[config.mk]
export PLATFORM = sky130hd
export DESIGN_NAME = csr_uart_tx
export DESIGN_NICKNAME = d
export VERILOG_FILES = /design/src/rtl/csr_uart_tx.sv
export SDC_FILE = /design/constraint.sdc
export NUM_CORES = 1
export LEC_CHECK = 0
export ABC_AREA = 1
export ABC_CLOCK_PERIOD_IN_PS = 3100
export CAP_MARGIN = 40
export CORE_ASPECT_RATIO = 1.75
export CORE_MARGIN = 2
export CORE_UTILIZATION = 42
export DETAILED_ROUTE_END_ITERATION = 8
export PLACE_DENSITY_LB_ADDON = 0.3
export SLEW_MARGIN = 30
export SYNTH_ARGS = -nofsm -noshare
export SYNTH_HDL_FRONTEND = slang
export SYNTH_SLANG_ARGS = --single-unit
[constraint.sdc]
create_clock -name clk -period 3.1 [get_ports clk]
set_input_delay 0.31 -clock clk [delete_from_list [all_inputs] [get_ports clk]]
set_output_delay 0.31 -clock clk [all_outputs]
set_load 0.02 [all_outputs]
[src/rtl/csr_uart_tx.sv]
// CSR-mapped 8N1 UART transmitter. Bytes written to BASE_ADDR go through a
// small FIFO to the serialiser. Reading BASE_ADDR returns full/idle/overflow.
module csr_uart_tx #(
    parameter logic [11:0] BASE_ADDR = 12'hBC0,
    parameter int unsigned DIVISOR   = 16,
    parameter int unsigned FIFO_LOG2 = 3
) (
    input  logic        clk,
    input  logic        rst,
    input  logic        read,
    input  logic [2:0]  modify,
    input  logic [31:0] wdata,
    input  logic [11:0] addr,
    output logic [31:0] rdata,
    output logic        valid,
    output logic        tx,
    output logic        AVOID_WARNING
);

    localparam int unsigned DEPTH       = 1 << FIFO_LOG2;
    localparam logic [15:0] BAUD_RELOAD = 16'(DIVISOR - 1);

    typedef enum logic [1:0] {S_IDLE, S_START, S_DATA, S_STOP} state_t;

    logic               r_hit, r_rd, r_ovf;
    logic [FIFO_LOG2:0] r_wptr, r_rptr;
    logic [7:0]         r_mem [DEPTH];
    state_t             r_state, w_state_n;
    logic [15:0]        r_baud, w_baud_n;
    logic [7:0]         r_shift, w_shift_n;
    logic [2:0]         r_bit, w_bit_n;
    logic               r_tx, w_tx_n;

    logic        w_full, w_empty, w_push_req, w_push, w_pop, w_bit_end;
    logic [7:0]  w_head;
    logic [31:0] w_status;
    logic        w_unused_wdata;

    assign w_full     = (r_wptr ^ r_rptr) == {1'b1, {FIFO_LOG2{1'b0}}};
    assign w_empty    = r_wptr == r_rptr;
    assign w_head     = r_mem[r_rptr[FIFO_LOG2-1:0]];
    assign w_push_req = r_hit && (modify == 3'd1);
    // A full FIFO still takes the byte when the serialiser frees a slot this cycle.
    assign w_push     = w_push_req && (!w_full || w_pop);
    assign w_bit_end  = r_baud == 16'd0;

    assign w_status = {21'd0, r_ovf, w_empty && (r_state == S_IDLE), w_full, 8'd0};
    assign valid    = r_rd;
    assign rdata    = r_rd ? w_status : 32'd0;
    assign tx       = r_tx;

    assign AVOID_WARNING  = 1'b0;
    assign w_unused_wdata = ^wdata[31:8];

    always_ff @(posedge clk) begin
        if (rst) begin
            r_hit <= 1'b0;
            r_rd  <= 1'b0;
            r_ovf <= 1'b0;
        end else begin
            r_hit <= addr == BASE_ADDR;
            r_rd  <= read && (addr == BASE_ADDR);
            if (w_push_req && !w_push)
                r_ovf <= 1'b1;
            else if (r_rd)
                r_ovf <= 1'b0;
        end
    end

    always_ff @(posedge clk) begin
        if (rst) begin
            r_wptr <= '0;
            r_rptr <= '0;
        end else begin
            if (w_push) r_wptr <= r_wptr + 1'b1;
            if (w_pop)  r_rptr <= r_rptr + 1'b1;
        end
    end

    always_ff @(posedge clk) begin
        if (w_push) r_mem[r_wptr[FIFO_LOG2-1:0]] <= wdata[7:0];
    end

    always_ff @(posedge clk) begin
        if (rst) begin
            r_state <= S_IDLE;
            r_baud  <= 16'd0;
            r_shift <= 8'd0;
            r_bit   <= 3'd0;
            r_tx    <= 1'b1;
        end else begin
            r_state <= w_state_n;
            r_baud  <= w_baud_n;
            r_shift <= w_shift_n;
            r_bit   <= w_bit_n;
            r_tx    <= w_tx_n;
        end
    end

    always_comb begin
        w_state_n = r_state;
        w_baud_n  = w_bit_end ? BAUD_RELOAD : r_baud - 16'd1;
        w_shift_n = r_shift;
        w_bit_n   = r_bit;
        w_tx_n    = r_tx;
        w_pop     = 1'b0;
        case (r_state)
            S_IDLE: begin
                w_tx_n   = 1'b1;
                w_baud_n = 16'd0;
                if (!w_empty) begin
                    w_pop     = 1'b1;
                    w_shift_n = w_head;
                    w_tx_n    = 1'b0;
                    w_baud_n  = BAUD_RELOAD;
                    w_state_n = S_START;
                end
            end
            S_START: begin
                if (w_bit_end) begin
                    w_tx_n    = r_shift[0];
                    w_bit_n   = 3'd0;
                    w_state_n = S_DATA;
                end
            end
            S_DATA: begin
                if (w_bit_end) begin
                    if (r_bit == 3'd7) begin
                        w_tx_n    = 1'b1;
                        w_state_n = S_STOP;
                    end else begin
                        w_shift_n = r_shift >> 1;
                        w_tx_n    = r_shift[1];
                        w_bit_n   = r_bit + 3'd1;
                    end
                end
            end
            S_STOP: begin
                // Chain straight into the next start bit so frames go back to back.
                if (w_bit_end) begin
                    if (!w_empty) begin
                        w_pop     = 1'b1;
                        w_shift_n = w_head;
                        w_tx_n    = 1'b0;
                        w_state_n = S_START;
                    end else begin
                        w_tx_n    = 1'b1;
                        w_baud_n  = 16'd0;
                        w_state_n = S_IDLE;
                    end
                end
            end
            default: begin
                w_tx_n    = 1'b1;
                w_baud_n  = 16'd0;
                w_state_n = S_IDLE;
            end
        endcase
    end

endmodule

==> flow_summary_export.csv <==
group,metric,value,unit
detailed_routing,post-route-drc-count,0,
timing,relSlewSlack,0.629,
final_layout,nets,644,
status,run_status,"finished, final reports clean",
cts,clk_path_buf_depth,2,
cts,cts_root_buffer,"sky130_fd_sc_hd__clkbuf_16",
run,reported_max_cap_violation_count,0,
global_route,grt_util_met2,0.307,
cts,tritoncts.num_buffers,9,
worst_setup_path,path_class,"reg -> out",
global_route,antenna_violations_before_repair,0,
cts,clock_tree.htree_level_count,3,
synthesis,ys_top_cells_by_count,"95 x sky130_fd_sc_hd__nor2_1, 88 x sky130_fd_sc_hd__nand2_1, 64 x sky130_fd_sc_hd__edfxtp_1",
worst_setup_path,worst_path_max_delay_cell,"sky130_fd_sc_hd__clkdlybuf4s50_1",
cts,clk_latency,0.35,ns
power_and_ir_drop,static-leakage-power,0.00228,uW
cts,post_cts_setup_driven_buffer_insertion_count,0,
cts,cts_repair_resize_count,0,
final_layout,areaGrowthSynthToFinish,13.7,%
floorplan,core.rowCount,53,
global_route,grtUsageTotal,0.166,
worst_setup_path,timing.reg2reg.setup_slack,0.69,ns
power_and_ir_drop,p_per_area,830,nW/um^2
worst_setup_path,endpoint_class_of_the_critical_path,"output port",
global_route,grt_util_met3,0.0365,
synthesis,ys_warn_count,0,
global_route,grt_overflow_total,0,
synthesis,synth_compound_area_frac,0.100,
place,placement.io_buffers,30,
place,dp.final_hpwl,7.48,mm
power_and_ir_drop,p_total,4770,uW
floorplan,floorplan.core_area,11900,sq um
detailed_routing,wirelength,10.3,mm
detailed_routing,dr_total_vias,3608,
synthesis,yosys.area_share.xor_xnor,0.0243,
global_route,gr-usage-met1,0.170,
detailed_routing,detail_route.wl_per_cell,14.2,microns
timing,layout_min_cycle_time,2.50,ns
floorplan,die_area,13000,sq um
place,place_worst_setup_slack,0.712,ns
floorplan,design.portCount,85,
detailed_routing,final_antenna_net_count,0,
place,globalplace.congestion,0.822,
synthesis,synth_top_family_by_area,"simple AND/OR/NAND/NOR gates",
cts,tritoncts,"built",
global_route,grt_pass1_wl,16.7,mm
synthesis,synth_largest_area_cell,"sky130_fd_sc_hd__edfxtp_1",
synthesis,cells_after_synth,545,
cts,clk_pin_slew,0.07,ns
global_route,grt.busiest_layer,"met2",
synthesis,synth_area_leaders,"sky130_fd_sc_hd__edfxtp_1 38%, sky130_fd_sc_hd__dfxtp_1 17%, sky130_fd_sc_hd__nor2_1 7.1%",
timing,final.setup.worst_slack,0.597,ns
cts,hold_buffers,0,
synthesis,syn_avg_cell_area,9.27,sq um
synthesis,synth.top_cell.area_share,0.380,
worst_setup_path,cp_cell_sequence,"xnor2_1, nand2_1, nor3b_2, inv_1, nor2_1, clkdlybuf4s50_1",
worst_setup_path,data_arrival_time_of_the_critical_path,2.19,ns
timing,worst_clock_skew,0.00851,ns
detailed_routing,vias_per_cell,4.97,
timing,final_min_period_over_clock_period,0.807,
timing,finalHoldViolCount,0,
floorplan,die_h,149,microns
worst_setup_path,path_buf_inv,2,
synthesis,post_synth_mux_area_share,0,
floorplan,dieWidth,86.9,microns
synthesis,synth_most_common_cell,"sky130_fd_sc_hd__nor2_1",
synthesis,post_synth_and_or_nand_nor_area_fraction,0.205,
timing,timing_max_transition_violations_final,0,
worst_setup_path,critPathMaxStageDelay,0.62,ns
timing,grt_setup_unrepaired,"false",
synthesis,asyncSetResetFlopFracSynth,0,
power_and_ir_drop,worst_ir_drop_vdd,0.00108,V
synthesis,synth.ff_latch_count,108,
floorplan,floorplan.initialDensity,0.426,
synthesis,synth_edf_count,64,
timing,setup_total_negative_slack,0,ns
hold_path,holdCritPathClass,"reg -> reg",
timing,clock.fmax,400,MHz
worst_setup_path,crit_required,2.79,ns
final_layout,final_layout_size_suffix_gt1_frac,0.0866,
timing,finalSetupViolCount,0,
timing,tightest_slew,0.556,ns
global_route,grt_max_degree,33,
synthesis,ys_types,40,
detailed_routing,drt_pre_antenna_iters,4,
worst_setup_path,critPathLaunchType,"register",
detailed_routing,drtIter0Drc,173,
cts,tritoncts_num_sinks,108,
worst_setup_path,critical-path-top-delay-family,"buffers and inverters",
final_layout,antennaDiodeCount,0,
synthesis,sequential_to_total_area_share_from_yosys_stat,0.555,
global_route,grt_pass1_vias,3576,
worst_setup_path,critPathMaxFanout,6,
synthesis,post_synth_instance_area,5050,sq um
synthesis,synthFlopType,"sky130_fd_sc_hd__edfxtp_1",
synthesis,adder_cell_share_of_the_synthesized_area,0.0248,
-- path summary, 6_finish.rpt --
path / from / end / cells past startpoint
worst min register to register: r_bit[2] / r_bit[2] / 2
worst max register to register: r_state[0] / r_bit[1] / 8
worst min-delay path: r_bit[2] / r_bit[2] / 2
worst max-delay path: r_wptr[1] / rdata[8] / 6
-- placed cells by master (no fill, tap or decap), types with 7 or more instances in the layout --
master,count
sky130_fd_sc_hd__ha_1,10
sky130_fd_sc_hd__a21oi_1,23
sky130_fd_sc_hd__o211ai_1,7
sky130_fd_sc_hd__clkdlybuf4s50_1,30
sky130_fd_sc_hd__clkbuf_16,9
sky130_fd_sc_hd__nor2_1,95
sky130_fd_sc_hd__dfxtp_1,44
sky130_fd_sc_hd__o21ai_0,43
sky130_fd_sc_hd__conb_1,30
sky130_fd_sc_hd__inv_1,41
sky130_fd_sc_hd__o22ai_1,8
sky130_fd_sc_hd__buf_4,14
sky130_fd_sc_hd__edfxtp_1,64
sky130_fd_sc_hd__nand3_1,22
sky130_fd_sc_hd__nand2_1,88
sky130_fd_sc_hd__xor2_1,9
-- stage by stage --
step,cell area (sq um),cells,hold WS [ns],util
after floorplan,5160,574,0.409,-
after global placement,5440,708,0.445,0.458
after detailed placement,5460,710,0.460,0.460
after CTS,5750,726,0.474,0.484
after global routing,5750,726,0.500,0.484
final,5750,726,0.473,0.484
-- flip-flops by register name, indices dropped and copies added (netlist names), named ones only --
| register | cells |
|---|---|
| r_rptr | 4 |
| r_wptr | 4 |
| valid | 1 |
| r_mem | 64 |
| r_baud | 16 |
| r_state | 2 |
| r_shift | 8 |
| r_bit | 3 |
| r_ovf | 1 |
| r_hit | 1 |
| tx | 1 |
-- per-layer routing --
| layer | vias up | share of wire |
|---|---|---|
| li1 | 1835 | - |
| met1 | 1706 | 0.39 |
| met2 | 47 | 0.55 |
| met3 | 20 | 0.023 |
| met4 | 0 | 0.035 |
| met5 | - | 0 |
-- report_power, final --
| part | total [uW] | switching, uW | internal, uW |
|---|---|---|---|
| clock network | 1110 | 530 | 581 |
| registers | 1760 | 99.7 | 1660 |
| logic | 1900 | 1200 | 697 |
| total | 4770 | 1830 | 2940 |
-- layout make-up --
type / count / area (sq um)
clock buffer: 11 / 243
clock inverter: 5 / 46.3
fill: 1127 / 6120
inverter: 43 / 161
multi-input combinational: 377 / 1900
sequential: 108 / 2800
tap: 137 / 171
timing repair buffer: 45 / 420
-- cell families after synthesis --
family | Yosys count
AO/OA/AOI/OAI | 88
XOR/XNOR | 14
adder cells (fa/ha/maj) | 10
buffers and inverters | 89
flip-flops | 108
other | 1
AND/OR/NAND/NOR | 235
-- worst register-to-register path: stages (launching register included) --
cell and delay (ns):
sky130_fd_sc_hd__dfxtp_1 0.35, sky130_fd_sc_hd__inv_1 0.10, sky130_fd_sc_hd__ha_1 0.51, sky130_fd_sc_hd__inv_1 0.35
sky130_fd_sc_hd__or2_2 0.39, sky130_fd_sc_hd__o21ai_0 0.08, sky130_fd_sc_hd__nand3_1 0.19, sky130_fd_sc_hd__nand3b_1 0.21
sky130_fd_sc_hd__a21oi_1 0.15
Note: power is estimated with default switching activity, not from simulation.
